<file path="src/rtl/pcm_formatter_pkg.sv">
// Shared definitions for the PCM formatter: sample widths, PCM limits and
// the round-half-up / saturate conversion from wide fixed point to 16-bit PCM.
package pcm_formatter_pkg;

  localparam int PCM_W = 16;
  localparam int IN_W  = 65;

  typedef logic signed [PCM_W-1:0] pcm_t;

  localparam pcm_t PCM_MAX = 16'sh7FFF;
  localparam pcm_t PCM_MIN = 16'sh8000;

  // Conversion result: saturation flag plus the PCM value.
  typedef struct packed {
    logic sat;
    pcm_t pcm;
  } conv_t;

  // Add half an LSB of the output and shift arithmetically (round half toward
  // +inf), then clamp to the 16-bit range. One extra bit of headroom keeps the
  // rounding add from overflowing at the extreme input values.
  function automatic conv_t sat_round(input logic signed [IN_W-1:0] x,
                                      input int unsigned           frac_bits);
    logic signed [IN_W:0] ext;
    logic signed [IN_W:0] half;
    logic signed [IN_W:0] r;
    conv_t                res;
    ext  = {x[IN_W-1], x};
    half = 66'sd1 <<< (frac_bits - 1);
    r    = (ext + half) >>> frac_bits;
    if (r > 66'sd32767) begin
      res.sat = 1'b1;
      res.pcm = PCM_MAX;
    end else if (r < -66'sd32768) begin
      res.sat = 1'b1;
      res.pcm = PCM_MIN;
    end else begin
      res.sat = 1'b0;
      res.pcm = r[PCM_W-1:0];
    end
    return res;
  endfunction

endpackage

</file>
<file path="src/rtl/pcm_fifo.sv">
// Synchronous FIFO with registered occupancy count.
// Ports:
//   clk, rst_n          clock, asynchronous active-low reset
//   push_i / din_i      write request and data (ignored when full)
//   pop_i / dout_o      read request (ignored when empty) and head data
//   full_o, empty_o     status derived from the registered count
//   count_o             number of stored entries (0..DEPTH)
module pcm_fifo #(
  parameter int WIDTH = 16,
  parameter int DEPTH = 8
) (
  input  logic                       clk,
  input  logic                       rst_n,
  input  logic                       push_i,
  input  logic                       pop_i,
  input  logic [WIDTH-1:0]           din_i,
  output logic [WIDTH-1:0]           dout_o,
  output logic                       full_o,
  output logic                       empty_o,
  output logic [$clog2(DEPTH):0]     count_o
);

  localparam int PTR_W = $clog2(DEPTH);
  localparam int CNT_W = PTR_W + 1;

  logic [WIDTH-1:0] mem_q [DEPTH];
  logic [PTR_W-1:0] wr_ptr_q, wr_ptr_d;
  logic [PTR_W-1:0] rd_ptr_q, rd_ptr_d;
  logic [CNT_W-1:0] count_q, count_d;
  logic             do_push, do_pop;

  assign full_o  = (count_q == CNT_W'(DEPTH));
  assign empty_o = (count_q == '0);
  assign count_o = count_q;
  assign dout_o  = mem_q[rd_ptr_q];

  assign do_push = push_i && !full_o;
  assign do_pop  = pop_i && !empty_o;

  // DEPTH is a power of two, so pointer wrap is the natural binary overflow.
  always_comb begin
    wr_ptr_d = wr_ptr_q;
    rd_ptr_d = rd_ptr_q;
    count_d  = count_q;
    if (do_push) wr_ptr_d = wr_ptr_q + PTR_W'(1);
    if (do_pop)  rd_ptr_d = rd_ptr_q + PTR_W'(1);
    case ({do_push, do_pop})
      2'b10:   count_d = count_q + CNT_W'(1);
      2'b01:   count_d = count_q - CNT_W'(1);
      default: count_d = count_q;
    endcase
  end

  always_ff @(posedge clk or negedge rst_n) begin
    if (!rst_n) begin
      wr_ptr_q <= '0;
      rd_ptr_q <= '0;
      count_q  <= '0;
    end else begin
      wr_ptr_q <= wr_ptr_d;
      rd_ptr_q <= rd_ptr_d;
      count_q  <= count_d;
    end
  end

  // Storage carries data only; emptiness is tracked by the count.
  always_ff @(posedge clk) begin
    if (do_push) mem_q[wr_ptr_q] <= din_i;
  end

endmodule

</file>
<file path="src/rtl/pcm_formatter.sv">
// PCM formatter: converts 65-bit signed fixed-point samples to 16-bit PCM
// (round half up, saturate), buffers them in a small FIFO and presents them on
// a valid/ready output with a frame-end marker and a saturation counter.
// Ports:
//   clk, reset                       clock, asynchronous active-low reset
//   in_pcmfmt_pcmSample/valid/ready  input sample handshake
//   out_pcmfmt_pcmSample/last/valid/ready  output PCM handshake
//   sat_count                        saturated samples since reset (sticks at max)
module pcm_formatter
  import pcm_formatter_pkg::*;
#(
  parameter int FRAC_BITS = 32,
  parameter int DEPTH     = 8,
  parameter int FRAME_LEN = 1024
) (
  input  logic                   clk,
  input  logic                   reset,
  input  logic signed [IN_W-1:0] in_pcmfmt_pcmSample,
  input  logic                   in_pcmfmt_valid,
  output logic                   in_pcmfmt_ready,
  output logic signed [PCM_W-1:0] out_pcmfmt_pcmSample,
  output logic                   out_pcmfmt_last,
  output logic                   out_pcmfmt_valid,
  input  logic                   out_pcmfmt_ready,
  output logic [15:0]            sat_count
);

  localparam int CNT_W = $clog2(DEPTH) + 1;
  localparam int FC_W  = $clog2(FRAME_LEN);
  localparam logic [FC_W-1:0] FC_LAST = FC_W'(FRAME_LEN - 1);

  conv_t              conv;
  logic               push, pop;
  logic [PCM_W-1:0]   fifo_dout;
  logic               fifo_full, fifo_empty;
  logic [CNT_W-1:0]   fifo_count;

  logic [FC_W-1:0]    fc_q, fc_d;
  logic [15:0]        sat_q, sat_d;
  logic               rdy_en_q;

  assign conv = sat_round(in_pcmfmt_pcmSample, FRAC_BITS);

  // Holds input ready low while in reset and until the first edge afterwards.
  assign in_pcmfmt_ready  = rdy_en_q && !fifo_full;
  assign out_pcmfmt_valid = (fifo_count != '0);
  assign push = in_pcmfmt_valid && in_pcmfmt_ready;
  assign pop  = out_pcmfmt_valid && out_pcmfmt_ready;

  pcm_fifo #(
    .WIDTH (PCM_W),
    .DEPTH (DEPTH)
  ) u_fifo (
    .clk     (clk),
    .rst_n   (reset),
    .push_i  (push),
    .pop_i   (pop),
    .din_i   (conv.pcm),
    .dout_o  (fifo_dout),
    .full_o  (fifo_full),
    .empty_o (fifo_empty),
    .count_o (fifo_count)
  );

  // Force zero while empty so reset clears the output sample too.
  assign out_pcmfmt_pcmSample = fifo_empty ? '0 : pcm_t'(fifo_dout);
  assign out_pcmfmt_last      = out_pcmfmt_valid && (fc_q == FC_LAST);
  assign sat_count            = sat_q;

  always_comb begin
    fc_d  = fc_q;
    sat_d = sat_q;
    if (pop) fc_d = (fc_q == FC_LAST) ? '0 : fc_q + FC_W'(1);
    if (push && conv.sat && (sat_q != 16'hFFFF)) sat_d = sat_q + 16'd1;
  end

  always_ff @(posedge clk or negedge reset) begin
    if (!reset) begin
      fc_q     <= '0;
      sat_q    <= '0;
      rdy_en_q <= 1'b0;
    end else begin
      fc_q     <= fc_d;
      sat_q    <= sat_d;
      rdy_en_q <= 1'b1;
    end
  end

endmodule

</file>
<file path="config.mk">
export PLATFORM = sky130hd
export DESIGN_NAME = pcm_formatter
export DESIGN_NICKNAME = d
export VERILOG_FILES = /design/src/rtl/pcm_formatter_pkg.sv /design/src/rtl/pcm_fifo.sv /design/src/rtl/pcm_formatter.sv
export SDC_FILE = /design/constraint.sdc
export NUM_CORES = 1
export LEC_CHECK = 0
export BUFFER_PORTS_ARGS = -buffer_cell sky130_fd_sc_hd__buf_2
export CELL_PAD_IN_SITES_DETAIL_PLACEMENT = 2
export CELL_PAD_IN_SITES_GLOBAL_PLACEMENT = 2
export CORE_ASPECT_RATIO = 2
export CORE_MARGIN = 1.5
export CORE_UTILIZATION = 40
export CTS_CLUSTER_DIAMETER = 200
export DETAILED_ROUTE_END_ITERATION = 12
export GPL_ROUTABILITY_DRIVEN = 1
export GPL_TIMING_DRIVEN = 0
export PLACE_DENSITY_LB_ADDON = 0.1
export SYNTH_ARGS = -nofsm -noshare
export SYNTH_HDL_FRONTEND = slang
export SYNTH_SLANG_ARGS = --single-unit
export TNS_END_PERCENT = 20
</file>
<file path="constraint.sdc">
create_clock -name clk -period 4.1 [get_ports clk]
set_input_delay 0.41 -clock clk [delete_from_list [all_inputs] [get_ports clk]]
set_output_delay 0.41 -clock clk [all_outputs]
set_load 0.02 [all_outputs]
</file>
Yosys cells after proc, flatten, opt, wreduce, memory -nomap -nowiden

Memories as Yosys holds them, arrays and structs flattened.
Cells that the tools add are included.
W data, S select, Z words.

Bits in registers: 37
Memories: 1
Output and inout port bits: 35
Logic and storage cells: 41
RAM bits: 128

Memories:

| memory       | depth | width | rd ports | clocked after memory_dff | write ports | RTL line       | RTL |
|---|---|---|---|---|---|---|---|
| u_fifo.mem_q | 8     | 16    | 1        | 0                        | 1           | pcm_fifo.sv:26 | `logic [WIDTH-1:0] mem_q [DEPTH];` |

$add $sub $neg: 7
Reductions and logical operators: 13
Equality and inequality tests: 5
$lt $le $gt $ge: 2
Multiplexer cells: 7

Operators by type and width:

| kind                     | number |
|---|---|
| $add A65 B33 Y66 const B | 1 |
| $gt A34 B16 Y1 const B   | 1 |
| $lt A34 B16 Y1 const B   | 1 |
| $mux W17                 | 2 |
| $add A16 B1 Y16 const B  | 1 |
| $mux W16                 | 1 |
| $ne A16 B16 Y1 const B   | 1 |
| $add A10 B1 Y10 const B  | 1 |
| $eq A10 B10 Y1 const B   | 1 |
| $mux W10                 | 1 |
| $logic_and A1 B1 Y1      | 8 |
| $pmux W4 S2              | 1 |
| $add A3 B1 Y3 const B    | 2 |
| $add A4 B1 Y4 const B    | 1 |
| $eq A4 B4 Y1 const B     | 1 |
| $logic_not A4 Y1         | 1 |
| $reduce_bool A4 Y1       | 1 |
| $sub A4 B1 Y4 const B    | 1 |
| $eq A2 B1 Y1 const B     | 1 |
| $eq A2 B2 Y1 const B     | 1 |
| $logic_not A1 Y1         | 2 |
| $mux W1                  | 2 |
| $reduce_bool A2 Y1       | 1 |

Logic depth before layout (Yosys ltp)

Depth in word-level cells: 7
Mapped depth: 12
Mapped depth without buffers: 11

Modules after synthesis

Synthesis repeated with hierarchy kept, for this count alone.

Cell total of the unflattened synthesis: 561
Area, all modules: 8,111.5 um^2

By module, submodules not included:

| module        | seq. area each (um^2) | area each (um^2) | instances | cells each |
|---|---|---|---|---|
| pcm_fifo      | 4,093.9               | 5,556.6          | 1         | 253 |
| pcm_formatter | 675.6                 | 2,555.0          | 1         | 308 |

Worst setup path before layout

No wires, ideal clock.

Path kind: register -> register
Start: reg u_fifo.count_q[0] (netlist: u_fifo.count_o[0])
End: mem u_fifo.mem_q[0][0], enable pin
Required time: 3.669 ns
Stages on the path, launching flop included: 5
Arrival: 3.008 ns
Slack: 0.661 ns
Cells stage by stage: dfrtp_1 nor3_1 a21boi_0 nand2_1 nor4_1

Cells in the longest elaborated chain, start to end: 7

Ends and longest elaborated chain:

| element                       | RTL line            | RTL |
|---|---|---|
| start, declared               | pcm_fifo.sv:29      | `logic [CNT_W-1:0] count_q, count_d;` |
| start signal, assigned        | pcm_fifo.sv:62      | `count_q <= count_d;` |
| $eq A4 B4 Y1                  | pcm_fifo.sv:32      | `assign full_o = (count_q == CNT_W'(DEPTH));` |
| $logic_not A1 Y1              | pcm_formatter.sv:45 | `assign in_pcmfmt_ready = rdy_en_q && !fifo_full;` |
| $logic_and A1 B1 Y1           | pcm_formatter.sv:45 |  |
| net in_pcmfmt_ready           | pcm_formatter.sv:20 | `output logic in_pcmfmt_ready,` |
| $logic_and A1 B1 Y1           | pcm_formatter.sv:47 | `assign push = in_pcmfmt_valid && in_pcmfmt_ready;` |
| $logic_and A1 B1 Y1           | pcm_fifo.sv:37      | `assign do_push = push_i && !full_o;` |
| $mux W1                       | pcm_fifo.sv:68      | `if (do_push) mem_q[wr_ptr_q] <= din_i;` |
| $mux W1 (not written as such) | pcm_fifo.sv:68      |  |
| end, declared                 | pcm_fifo.sv:26      |  |

The timed path passes the listed nets, and every way through them passes these cells.

==> impl_metrics.csv <==
group,metric,value,unit
power_and_ir_drop,power_per_cell_area,616,nW/um2
critical_path,timing.critical_path.required,4130,ps
outcome,status,"finished, final reports clean",
cts,cts_root_buffer,"sky130_fd_sc_hd__clkbuf_16",
job,max_cap_violations,0,
final_layout,design_area,9090,um2
grt,gr-usage-met3,4.20,%
yosys,ys_async_sr_fraction,22.4,%
final_layout,count_of_fill_cells_added_during_filler_insertion,1858,
final_layout,antennaDiodeCount,0,
place,post_dp_cell_area,8490,um2
yosys,ys_top_cells_by_count,"128 x sky130_fd_sc_hd__edfxtp_1, 44 x sky130_fd_sc_hd__nand2_1, 42 x sky130_fd_sc_hd__nor2_1",
sta,grt_setup_unrepaired,"true",
final_layout,layout-drive-gt1-share,25.0,%
yosys,synth.yosys.warnings,0,
cts,post_cts.repair.setup_buffers,0,
yosys,syn_area_per_cell,14.3,um2
grt,global_route.usage.total,22.8,%
final_layout,layout.area.seq,4770,um2
power_and_ir_drop,ir_drop,0.316,mV
grt,antenna_found_initial,0,
detailed_routing,drc_markers,0,
critical_path,critPathLaunchType,"input port",
floorplan,placementRows,71,
grt,grt.met2_usage,42.2,%
cts,hold_fix_buffers_at_cts,0,
power_and_ir_drop,finalPower,5.60,mW
sta,timing.slew.headroom,31.0,%
detailed_routing,viasPerCell,5.52,
grt,grt_first_pass_wirelength,32900,um
yosys,post-synth-top-count-cell,"sky130_fd_sc_hd__edfxtp_1",
yosys,synth.area.top_cells,"sky130_fd_sc_hd__edfxtp_1 50%, sky130_fd_sc_hd__dfrtp_1 12%, sky130_fd_sc_hd__mux4_2 9.5%",
critical_path,path_class,"in -> reg",
cts,worstSkewPairLatency,430,ps
cts,htree_num_levels,4,
yosys,syn_inst,534,
sta,final_worst_path_cycle_share,95.8,%
grt,globalRoute.busiestLayer,"met2",
cts,clock_path_buffers,2,
grt,number_of_global_route_vias_before_repair,5637,
yosys,synth_seq_area_share,62.6,%
grt,overflow,0,
power_and_ir_drop,power.leakage,3.29,nW
sta,slew_violations,0,
floorplan,initial_cell_density_of_the_core,40.7,%
floorplan,die_area,19900,um2
cts,cts_buffers,17,
detailed_routing,detail_route.wirelength,20900,um
sta,max_clock_freq,255,MHz
sta,timing.final.hold_violations,0,
cts,clock_sinks,165,
detailed_routing,initialDrtViolationCount,233,
final_layout,area_delta_synth_final,19.3,%
yosys,synth_area,7620,um2
place,port_buffers,70,
detailed_routing,drt.antenna.violating_nets,0,
floorplan,pin_count,104,
yosys,synth_seq_cells,165,
grt,global_route.usage.met1,24.6,%
floorplan,die_extent_in_y,198,um
cts,cts_tree,"yes",
sta,skew,7.98,ps
place,pre_cts_ws,-517,ps
place,routabilityCongestion,0.877,
yosys,ys_flop_type,"sky130_fd_sc_hd__edfxtp_1",
detailed_routing,via_count_of_the_routed_design,4980,
cts,cts.clk_slew.worst_paths,60,ps
floorplan,chipWidth,101,um
critical_path,crit_path_end_kind,"flop",
sta,post-route-worst-setup-slack,173,ps
detailed_routing,average_routed_wire_per_standard_cell,23.2,um
sta,timing.final.crit_period,3930,ps
sta,max_slew.worst_pin.slew,1030,ps
yosys,synth_area_leader_cell,"sky130_fd_sc_hd__edfxtp_1",
place,detailedPlacementHpwl,15500,um
final_layout,multi_input_area,2760,um2
sta,setup-violations-final,0,
detailed_routing,drt_first_pass_iters,4,
floorplan,core_region,18700,um2
yosys,synth_nets,612,
critical_path,worst-path-max-fanout,10,
grt,grt_start_max_net_pins,38,
yosys,synth-edff-count,128,
yosys,synth.lib_cells_used.distinct,50,
critical_path,worstPathArrival,3960,ps
final_layout,design.final.nets,712,
cts,cts_resized,1,
yosys,synthDominantCellAreaShare,50.4,%
min_path,min_path_type,"in -> async",
[cell usage in the layout (no fill, tap or decap), types with 11 or more instances in the layout]
cell / n
sky130_fd_sc_hd__mux2i_1: 18
sky130_fd_sc_hd__nand4_1: 21
sky130_fd_sc_hd__edfxtp_1: 128
sky130_fd_sc_hd__dfrtp_1: 37
sky130_fd_sc_hd__buf_2: 70
sky130_fd_sc_hd__clkbuf_1: 12
sky130_fd_sc_hd__o21ai_0: 16
sky130_fd_sc_hd__xor2_1: 19
sky130_fd_sc_hd__inv_1: 11
sky130_fd_sc_hd__nor2_1: 39
sky130_fd_sc_hd__mux4_2: 32
sky130_fd_sc_hd__and3_1: 13
sky130_fd_sc_hd__clkbuf_16: 17
sky130_fd_sc_hd__xnor2_1: 35
sky130_fd_sc_hd__nand2_1: 44
sky130_fd_sc_hd__nand3_1: 16
[metal layers]
metal	part of all wire [%]	wire (um)
met1	36	7620
met4	3.4	707
met3	3.4	719
met2	57	11900
met5	0	0
[critical path, cell delays in order]
cell and delay (ps):
sky130_fd_sc_hd__buf_2 120, sky130_fd_sc_hd__nand4_1 250, sky130_fd_sc_hd__or3_1 410, sky130_fd_sc_hd__buf_6 150
sky130_fd_sc_hd__nor2_1 300, sky130_fd_sc_hd__a31oi_1 140, sky130_fd_sc_hd__a2111oi_0 640, sky130_fd_sc_hd__or3b_1 490
sky130_fd_sc_hd__nand2_1 200, sky130_fd_sc_hd__clkbuf_1 360, sky130_fd_sc_hd__o21ai_0 470
[path summary, 6_finish.rpt]
kind	from	to	slack (ps)	cells past startpoint
max in group asynchronous	reset	u_fifo.rd_ptr_q[0]$_DFFE_PN0P_	3450	1
max	in_pcmfmt_pcmSample[45]	u_fifo.mem_q[3][13]$_DFFE_PP_	170	11
max reg2reg	u_fifo.count_o[0]$_DFFE_PN0P_	u_fifo.count_o[3]$_DFFE_PN0P_	1090	11
min reg2reg	fc_q[8]$_DFFE_PN0P_	fc_q[8]$_DFFE_PN0P_	480	1
min	reset	sat_count[7]$_DFFE_PN0P_	100	1
min in group clk	out_pcmfmt_ready	fc_q[1]$_DFFE_PN0P_	410	4
[where the power goes]
group	internal, mW	leakage (nW)	switching [mW]
logic	0.743	1.37	1.06
registers	2.02	1.62	0.156
clock network	0.953	0.292	0.662
total	3.72	3.29	1.88
[area by class of cell]
class / count / area share [%]
plain buffers: 20 / 1.11
inverters: 12 / 0.495
multi-input cells: 337 / 30.3
repair buffers: 81 / 5.63
flip-flops and latches: 165 / 52.4
clock buffers: 18 / 4.72
clock inverters: 14 / 1.77
well taps: 255 / 3.51
[cell families after synthesis]
family	Yosys count	share of synthesized area, %
AOI/OAI and AO/OA	40	3.32
muxes	51	12.0
other	1	0.0492
buffers and inverters	32	1.92
and+or+nand+nor	182	12.4
DFF	165	62.6
xor gates and xnor gates	54	6.21
adders and majority gates	9	1.58
[stage by stage]
step | cells | TNS [ps] | util [%] | hold WS (ps)
floorplan | 534 | 0 | - | 114
global placement | 859 | -30350 | 44.2 | 464
detailed placement | 870 | -35930 | 45.3 | 470
CTS | 902 | 0 | 48.5 | 124
global route | 902 | -273 | 48.5 | 166
finish | 902 | 0 | 48.5 | 98.8
[sequential cells by signal, indices dropped and copies added, names as in the netlist]
register	count
fc_q	10
rdy_en_q	1
sat_count	16
u_fifo.count_o	4
u_fifo.mem_q	128
u_fifo.rd_ptr_q	3
u_fifo.wr_ptr_q	3
Note: power is estimated with default switching activity, not from simulation.
